===== src/rtl/fpmult_execute_pipe_if.sv =====
// Operand/result handshake bundle for the pipelined FP multiplier execute stage.
// The slave modport is the multiplier's view; the master modport is the producer/consumer side.
interface fpmult_execute_pipe_if #(
    parameter int EXP_W = 8,
    parameter int MAN_W = 23
);
    logic             in_valid;
    logic             in_ready;
    logic             a_sign;
    logic [EXP_W-1:0] a_exp;
    logic [MAN_W-1:0] a_man;
    logic             b_sign;
    logic [EXP_W-1:0] b_exp;
    logic [MAN_W-1:0] b_man;
    logic             rnd_mode;
    logic             out_valid;
    logic             out_ready;
    logic             p_sign;
    logic [EXP_W-1:0] p_exp;
    logic [MAN_W-1:0] p_man;
    logic             flag_ovf;
    logic             flag_unf;
    logic             flag_inx;

    modport master (
        output in_valid, a_sign, a_exp, a_man, b_sign, b_exp, b_man, rnd_mode, out_ready,
        input  in_ready, out_valid, p_sign, p_exp, p_man, flag_ovf, flag_unf, flag_inx
    );

    modport slave (
        input  in_valid, a_sign, a_exp, a_man, b_sign, b_exp, b_man, rnd_mode, out_ready,
        output in_ready, out_valid, p_sign, p_exp, p_man, flag_ovf, flag_unf, flag_inx
    );
endinterface


===== src/rtl/fpmult_execute_pipe.sv =====
// Three-stage FP multiplier execute pipe: split mantissa product over S1/S2, then
// normalise, round (RNE/RTZ) and saturate in S3 into registered outputs.
module fpmult_execute_pipe #(
    parameter int EXP_W = 8,
    parameter int MAN_W = 23,
    parameter int SPLIT = 17
) (
    input  logic                 clk,
    input  logic                 rst,
    fpmult_execute_pipe_if.slave bus
);

    localparam int MW1  = MAN_W + 1;
    localparam int HI_W = MAN_W - SPLIT + 1;
    localparam int PH_W = MW1 + HI_W;
    localparam int MP_W = 2 * MAN_W + 2;
    localparam int EW2  = EXP_W + 2;
    localparam int BIAS = (1 << (EXP_W - 1)) - 1;

    localparam logic signed [EW2-1:0] BIAS_S  = EW2'(BIAS);
    localparam logic signed [EW2-1:0] EXP_MAX = EW2'((1 << EXP_W) - 1);

    // Stall chain: a stage loads when its own slot is empty or being drained downstream.
    logic adv1, adv2, adv3;
    logic v1_q, v2_q, out_valid_q;

    assign adv3         = !out_valid_q | bus.out_ready;
    assign adv2         = !v2_q | adv3;
    assign adv1         = !v1_q | adv2;
    assign bus.in_ready = adv1;

    // ---------------- S1: high partial product and exponent sum ----------------
    logic [MW1-1:0]          ma_d, mb_d;
    logic [PH_W-1:0]         s1_ph_d;
    logic signed [EW2-1:0]   s1_esum_d;
    logic                    s1_z_d;

    assign ma_d      = {1'b1, bus.a_man};
    assign mb_d      = {1'b1, bus.b_man};
    assign s1_ph_d   = {{HI_W{1'b0}}, ma_d} * {{MW1{1'b0}}, mb_d[MAN_W:SPLIT]};
    assign s1_esum_d = $signed({2'b00, bus.a_exp}) + $signed({2'b00, bus.b_exp}) - BIAS_S;
    assign s1_z_d    = (bus.a_exp == '0) | (bus.b_exp == '0);

    logic                    s1_sign_q, s1_rnd_q, s1_z_q;
    logic signed [EW2-1:0]   s1_esum_q;
    logic [PH_W-1:0]         s1_ph_q;
    logic [MW1-1:0]          s1_ma_q;
    logic [SPLIT-1:0]        s1_mbl_q;

    // NOTE: datapath registers are reset as well, so every output reads 0 while rst is low.
    always_ff @(posedge clk or negedge rst) begin
        if (!rst) begin
            v1_q      <= 1'b0;
            s1_sign_q <= 1'b0;
            s1_rnd_q  <= 1'b0;
            s1_z_q    <= 1'b0;
            s1_esum_q <= '0;
            s1_ph_q   <= '0;
            s1_ma_q   <= '0;
            s1_mbl_q  <= '0;
        end else begin
            // NOTE: all state uses <= so every stage samples its predecessor's old value.
            if (adv1) v1_q <= bus.in_valid;
            if (adv1 && bus.in_valid) begin
                s1_sign_q <= bus.a_sign ^ bus.b_sign;
                s1_rnd_q  <= bus.rnd_mode;
                s1_z_q    <= s1_z_d;
                s1_esum_q <= s1_esum_d;
                s1_ph_q   <= s1_ph_d;
                s1_ma_q   <= ma_d;
                s1_mbl_q  <= mb_d[SPLIT-1:0];
            end
        end
    end

    // ---------------- S2: combine partial products ----------------
    logic [MP_W-1:0] s2_mp_d;

    assign s2_mp_d = (MP_W'(s1_ph_q) << SPLIT) + MP_W'(s1_ma_q) * MP_W'(s1_mbl_q);

    logic                  s2_sign_q, s2_rnd_q, s2_z_q;
    logic signed [EW2-1:0] s2_esum_q;
    logic [MP_W-1:0]       s2_mp_q;

    always_ff @(posedge clk or negedge rst) begin
        if (!rst) begin
            v2_q      <= 1'b0;
            s2_sign_q <= 1'b0;
            s2_rnd_q  <= 1'b0;
            s2_z_q    <= 1'b0;
            s2_esum_q <= '0;
            s2_mp_q   <= '0;
        end else begin
            if (adv2) v2_q <= v1_q;
            if (adv2 && v1_q) begin
                s2_sign_q <= s1_sign_q;
                s2_rnd_q  <= s1_rnd_q;
                s2_z_q    <= s1_z_q;
                s2_esum_q <= s1_esum_q;
                s2_mp_q   <= s2_mp_d;
            end
        end
    end

    // ---------------- S3: normalise, round, saturate ----------------
    logic                  norm, g_bit, st_bit, inc;
    logic [MAN_W-1:0]      frac;
    logic [MAN_W:0]        frac_sum;
    logic signed [EW2-1:0] e_n, e_r;
    logic [EXP_W-1:0]      p_exp_d;
    logic [MAN_W-1:0]      p_man_d;
    logic                  ovf_d, unf_d, inx_d;

    always_comb begin
        // NOTE: every variable gets a default first so no latch is inferred.
        norm     = s2_mp_q[MP_W-1];
        frac     = s2_mp_q[2*MAN_W-1:MAN_W];
        g_bit    = s2_mp_q[MAN_W-1];
        st_bit   = |s2_mp_q[MAN_W-2:0];
        e_n      = s2_esum_q;
        inc      = 1'b0;
        frac_sum = '0;
        e_r      = '0;
        p_exp_d  = '0;
        p_man_d  = '0;
        ovf_d    = 1'b0;
        unf_d    = 1'b0;
        inx_d    = 1'b0;

        if (norm) begin
            frac   = s2_mp_q[2*MAN_W:MAN_W+1];
            g_bit  = s2_mp_q[MAN_W];
            st_bit = |s2_mp_q[MAN_W-1:0];
            e_n    = s2_esum_q + EW2'(1);
        end

        inc      = !s2_rnd_q & g_bit & (st_bit | frac[0]);
        frac_sum = {1'b0, frac} + {{MAN_W{1'b0}}, inc};
        // A rounding carry wraps the fraction to zero and bumps the exponent.
        e_r      = frac_sum[MAN_W] ? e_n + EW2'(1) : e_n;

        if (s2_z_q) begin
            p_exp_d = '0;
            p_man_d = '0;
        end else if (e_r >= EXP_MAX) begin
            p_exp_d = '1;
            ovf_d   = 1'b1;
            inx_d   = 1'b1;
        end else if (e_r[EW2-1] || e_r == '0) begin
            unf_d   = 1'b1;
            inx_d   = 1'b1;
        end else begin
            p_exp_d = e_r[EXP_W-1:0];
            p_man_d = frac_sum[MAN_W-1:0];
            inx_d   = g_bit | st_bit;
        end
    end

    logic             p_sign_q, ovf_q, unf_q, inx_q;
    logic [EXP_W-1:0] p_exp_q;
    logic [MAN_W-1:0] p_man_q;

    // Output registers only change on a fresh result, so they hold steady under stall.
    always_ff @(posedge clk or negedge rst) begin
        if (!rst) begin
            out_valid_q <= 1'b0;
            p_sign_q    <= 1'b0;
            p_exp_q     <= '0;
            p_man_q     <= '0;
            ovf_q       <= 1'b0;
            unf_q       <= 1'b0;
            inx_q       <= 1'b0;
        end else begin
            if (adv3) out_valid_q <= v2_q;
            if (adv3 && v2_q) begin
                p_sign_q <= s2_sign_q;
                p_exp_q  <= p_exp_d;
                p_man_q  <= p_man_d;
                ovf_q    <= ovf_d;
                unf_q    <= unf_d;
                inx_q    <= inx_d;
            end
        end
    end

    assign bus.out_valid = out_valid_q;
    assign bus.p_sign    = p_sign_q;
    assign bus.p_exp     = p_exp_q;
    assign bus.p_man     = p_man_q;
    assign bus.flag_ovf  = ovf_q;
    assign bus.flag_unf  = unf_q;
    assign bus.flag_inx  = inx_q;

endmodule


===== src/flat_wrapper.sv =====
// flat-port wrapper written by rule: the top's interface ports become plain ports
module fpmult_execute_pipe_flat 
#(
    parameter int EXP_W = 8,
    parameter int MAN_W = 23,
    parameter int SPLIT = 17
)
  (clk, rst, bus_in_valid, bus_a_sign, bus_a_exp, bus_a_man, bus_b_sign, bus_b_exp, bus_b_man, bus_rnd_mode, bus_out_ready, bus_in_ready, bus_out_valid, bus_p_sign, bus_p_exp, bus_p_man, bus_flag_ovf, bus_flag_unf, bus_flag_inx);
  fpmult_execute_pipe_if #(.EXP_W(EXP_W), .MAN_W(MAN_W)) bus_i ();
  input  logic clk;
  input  logic rst;
  input wire logic [$bits(bus_i.in_valid)-1:0] bus_in_valid;
  input wire logic [$bits(bus_i.a_sign)-1:0] bus_a_sign;
  input wire logic [$bits(bus_i.a_exp)-1:0] bus_a_exp;
  input wire logic [$bits(bus_i.a_man)-1:0] bus_a_man;
  input wire logic [$bits(bus_i.b_sign)-1:0] bus_b_sign;
  input wire logic [$bits(bus_i.b_exp)-1:0] bus_b_exp;
  input wire logic [$bits(bus_i.b_man)-1:0] bus_b_man;
  input wire logic [$bits(bus_i.rnd_mode)-1:0] bus_rnd_mode;
  input wire logic [$bits(bus_i.out_ready)-1:0] bus_out_ready;
  output wire logic [$bits(bus_i.in_ready)-1:0] bus_in_ready;
  output wire logic [$bits(bus_i.out_valid)-1:0] bus_out_valid;
  output wire logic [$bits(bus_i.p_sign)-1:0] bus_p_sign;
  output wire logic [$bits(bus_i.p_exp)-1:0] bus_p_exp;
  output wire logic [$bits(bus_i.p_man)-1:0] bus_p_man;
  output wire logic [$bits(bus_i.flag_ovf)-1:0] bus_flag_ovf;
  output wire logic [$bits(bus_i.flag_unf)-1:0] bus_flag_unf;
  output wire logic [$bits(bus_i.flag_inx)-1:0] bus_flag_inx;
  assign bus_i.in_valid = bus_in_valid;
  assign bus_i.a_sign = bus_a_sign;
  assign bus_i.a_exp = bus_a_exp;
  assign bus_i.a_man = bus_a_man;
  assign bus_i.b_sign = bus_b_sign;
  assign bus_i.b_exp = bus_b_exp;
  assign bus_i.b_man = bus_b_man;
  assign bus_i.rnd_mode = bus_rnd_mode;
  assign bus_i.out_ready = bus_out_ready;
  assign bus_in_ready = bus_i.in_ready;
  assign bus_out_valid = bus_i.out_valid;
  assign bus_p_sign = bus_i.p_sign;
  assign bus_p_exp = bus_i.p_exp;
  assign bus_p_man = bus_i.p_man;
  assign bus_flag_ovf = bus_i.flag_ovf;
  assign bus_flag_unf = bus_i.flag_unf;
  assign bus_flag_inx = bus_i.flag_inx;
  fpmult_execute_pipe #(.EXP_W(EXP_W), .MAN_W(MAN_W), .SPLIT(SPLIT)) u_core (.clk(clk), .rst(rst), .bus(bus_i));
endmodule

===== config.mk =====
export PLATFORM = sky130hd
export DESIGN_NAME = fpmult_execute_pipe_flat
export DESIGN_NICKNAME = d
export VERILOG_FILES = /design/src/rtl/fpmult_execute_pipe_if.sv /design/src/rtl/fpmult_execute_pipe.sv /design/src/flat_wrapper.sv
export SDC_FILE = /design/constraint.sdc
export NUM_CORES = 2
export LEC_CHECK = 0
export ABC_AREA = 0
export BUFFER_PORTS_ARGS = -buffer_cell sky130_fd_sc_hd__buf_2
export CAP_MARGIN = 20
export CORE_UTILIZATION = 35
export DETAILED_ROUTE_END_ITERATION = 10
export PLACE_DENSITY = 0.47
export SLEW_MARGIN = 20
export SYNTH_ARGS = -nofsm -noshare
export SYNTH_HDL_FRONTEND = slang
export SYNTH_SLANG_ARGS = --single-unit
export TNS_END_PERCENT = 5

===== constraint.sdc =====
create_clock -name clk -period 7.2 [get_ports clk]
set_input_delay 1.08 -clock clk [delete_from_list [all_inputs] [get_ports clk]]
set_output_delay 1.08 -clock clk [all_outputs]
set_load 0.005 [all_outputs]

==> reports/summary.txt <==
fmax = 147.5 MHz
Startpoint Class = flop
I/O pin cnt = 106
final hold violations = 0
DRT iter0 DRCs = 1,095
Setup Skew = 0.01853 ns
most frequent cells in the layout = 572 x inv_1, 473 x nand2_1, 463 x fa_1
Post-Synthesis Cells = 3,108
Post-Syn Area = 28,150 um2
Max Root-Sink Buffers = 2
Final Slew Violations = 0
antenna cells = 0
number of synthesized flops with an enable pin = 0
row count = 103
post-route ant nets = 0
synth warn = 0
post-synth cell types = 78
core box area = 79,260 um2
Crit path depth = 23
Tot GR Track Use = 0.1902
max_cap viols = 0
fin cells = 4,222
die area = 81,570 um2
first-pass GRT wire length = 121.7 mm
commonest non-fill, non-tap cell in the layout = inv_1
status = finished clean
area of the multi-input gates = 20,840 um2
grt total ovfl = 0
via count = 20.69k
HPWL Detailed = 61.39 mm
worst reg2reg path depth = 23
Synth async-reset ratio = 1.000
clock sink count = 184
CP top delay family = adder cells
crit path DAT = 7.13 ns
Setup Crit Path Kind = reg -> reg
RSZ-0062 raised after global routing = false
clock transition at the registers of the reported paths = 0.08 ns
Slowest-stage cell, CP = dfrtp_1
Worst Tran Pin Value = 0.9720 ns
P&R area growth vs syn = 8.680%
Initial Utilization = 0.3552
DRC Markers = 0
synthesis-stage register bit count = 184
Setup crit end kind = flop
DP Cell Count = 4,190
insertion delay to the later sink of the worst-skew pair = 0.51 ns
port bufs = 105
Vias/cell = 4.899
Rel. slew slack = 0.3520
die width = 285.6 um
Synth Area per Inst = 9.058 um2
Die Y = 285.6 um
Post-Syn Nets = 3,834
H-tree levels = 4
Post-CTS Repair Setup Buffers = 0
Final #Nets = 3,885
worst path required time = 7.55 ns
initial antenna violation count = 0
Cell Chain, Critical Path = buf_4 > and2_1 > fa_1 > inv_1 > fa_1 > fa_1 > inv_1 > fa_1 > fa_1 > inv_1 > fa_1 > inv_1 > ha_1 > and4_1 > and3_1 > a32oi_1 > nand4_1 > a211oi_1 > buf_4 > o21ai_0 > a21oi_1 > xor2_1 > o21ai_0
final setup violation count = 0
hold buffers post-CTS = 0
post-route setup TNS = 0 ns
worst stage delay on the critical path = 0.62 ns
number of global-route vias before repair = 22.00k
Primary FF master, synth = dfrtp_1
Worst Hold Path Cells = 2
GPL Wtd Cong = 0.8706
per-cell routed wire length = 17.71 um
Fillers = 8,175
root buffer cell = clkbuf_16
largest net degree at the start of global routing = 104
sequential cell area = 4614 um2
CTS Buf Count = 17
register area share after synthesis = 0.1636
WL final = 74.79 mm
share of layout cells above drive strength 1 = 0.09079
WP buf/inv = 6
TritonRoute pass-1 iters = 5
worst-path maximum fanout = 19
minimum clock period = 6.782 ns
CTS tree = done
worst min-delay path class = reg -> reg
crit-path most repeated cell = fa_1
Period Utilization, post-route = 0.9419
[metrics by stage]
step | area [um2] | hold WS (ns) | utilization | setup slack [ns]
after floorplan | 28150 | 0.4331 | - | 0.7413
after global placement | 29960 | 0.4535 | 0.3780 | 0.3019
after detailed placement | 29960 | 0.4529 | 0.3780 | 0.2187
after CTS | 30580 | 0.4711 | 0.3858 | 0.1585
after global routing | 30600 | 0.5009 | 0.3860 | 0.05147
final | 30600 | 0.4630 | 0.3860 | 0.4185
[Yosys cell counts, types with 43 or more instances]
library cell    n  area [um2]
nand2_1       475        1783
xnor2_1        67       586.8
nand3_1        43       215.2
and2_1        289        1808
o21ai_0       116       580.6
xor2_1         53       464.2
nor2_1         55       206.5
mux2_2         52       585.6
dfrtp_1       184        4604
inv_1         572        2147
clkbuf_1      114       427.9
a21oi_1       100       500.5
ha_1          194        2427
fa_1          463        9269
[state kept, by name, summed over array words and instances, names as in the netlist]
| register | flops |
|---|---|
| u_core.s1_esum_q | 10 |
| u_core.v2_q | 1 |
| u_core.s1_mbl_q | 17 |
| u_core.s1_ph_q | 31 |
| u_core.v1_q | 1 |
| u_core.s1_ma_q | 24 |
| u_core.s2_esum_q | 10 |
| u_core.s2_rnd_q | 1 |
| u_core.bus.p_exp | 8 |
| u_core.bus.flag_ovf | 1 |
| u_core.bus.p_man | 23 |
| u_core.s2_sign_q | 1 |
| u_core.s1_rnd_q | 1 |
| u_core.s2_z_q | 1 |
| u_core.bus.flag_unf | 1 |
| u_core.bus.flag_inx | 1 |
| u_core.s1_z_q | 1 |
| u_core.bus.p_sign | 1 |
| u_core.s2_mp_q | 48 |
| u_core.s1_sign_q | 1 |
| u_core.bus.out_valid | 1 |
[cell families (layout without fill, tap and decap cells)]
group	Yosys count	in the layout	synth area share
AND/OR/NAND/NOR	990	990	0.1746
buffers and inverters	710	774	0.09693
adder cells (fa/ha/maj)	657	657	0.4155
AO/OA/AOI/OAI	378	378	0.08498
flip-flops	184	184	0.1636
XOR/XNOR	120	120	0.03733
multiplexers	69	69	0.02716
[worst paths after layout]
check                      slack, ns                 from                  end
setup reg to reg                0.42   u_core.s1_mbl_q[5]   u_core.s2_mp_q[39]
max in group asynchronous       5.26                  rst   u_core.s1_mbl_q[4]
min in group asynchronous       0.58                  rst  u_core.s1_mbl_q[12]
setup / recovery                0.42   u_core.s1_mbl_q[5]   u_core.s2_mp_q[39]
hold reg to reg                 0.46  u_core.s1_esum_q[1]  u_core.s2_esum_q[1]
hold / removal                  0.46  u_core.s1_esum_q[1]  u_core.s2_esum_q[1]
[worst register-to-register path, stage by stage (launching register included)]
cell	delay, ns
dfrtp_1	0.62
buf_4	0.28
and2_1	0.17
fa_1	0.53
inv_1	0.05
fa_1	0.39
fa_1	0.43
inv_1	0.08
fa_1	0.43
fa_1	0.54
inv_1	0.05
fa_1	0.47
inv_1	0.04
ha_1	0.34
and4_1	0.24
and3_1	0.21
a32oi_1	0.32
nand4_1	0.19
a211oi_1	0.37
buf_4	0.20
o21ai_0	0.15
a21oi_1	0.22
xor2_1	0.20
o21ai_0	0.09
[final cells by class]
cell class                 count  share of cell area
clock inverter                15            0.006257
sequential                   184              0.1508
timing repair buffer         170             0.03464
tap                         1050             0.04294
inverter                     572             0.07018
multi-input combinational   2214              0.6813
clock buffer                  17             0.01390
[layer usage]
layer / share of wire / global-route usage / up-vias
li1: - / - / 9762
met1: 0.49 / 0.2673 / 10529
met2: 0.47 / 0.3083 / 328
met3: 0.028 / 0.02233 / 66
met4: 0.019 / 0.05441 / 0
met5: 0 / 0 / -
[repair_timing]
item                       4_1_cts  5_1_grt
hold endpoints to repair         0        0
gates resized for setup          0        9
setup endpoints to repair        0        3
Power is left out: the tool's default activity adds up to more than one toggle a clock period on the data nets, which glitch-free logic cannot reach.
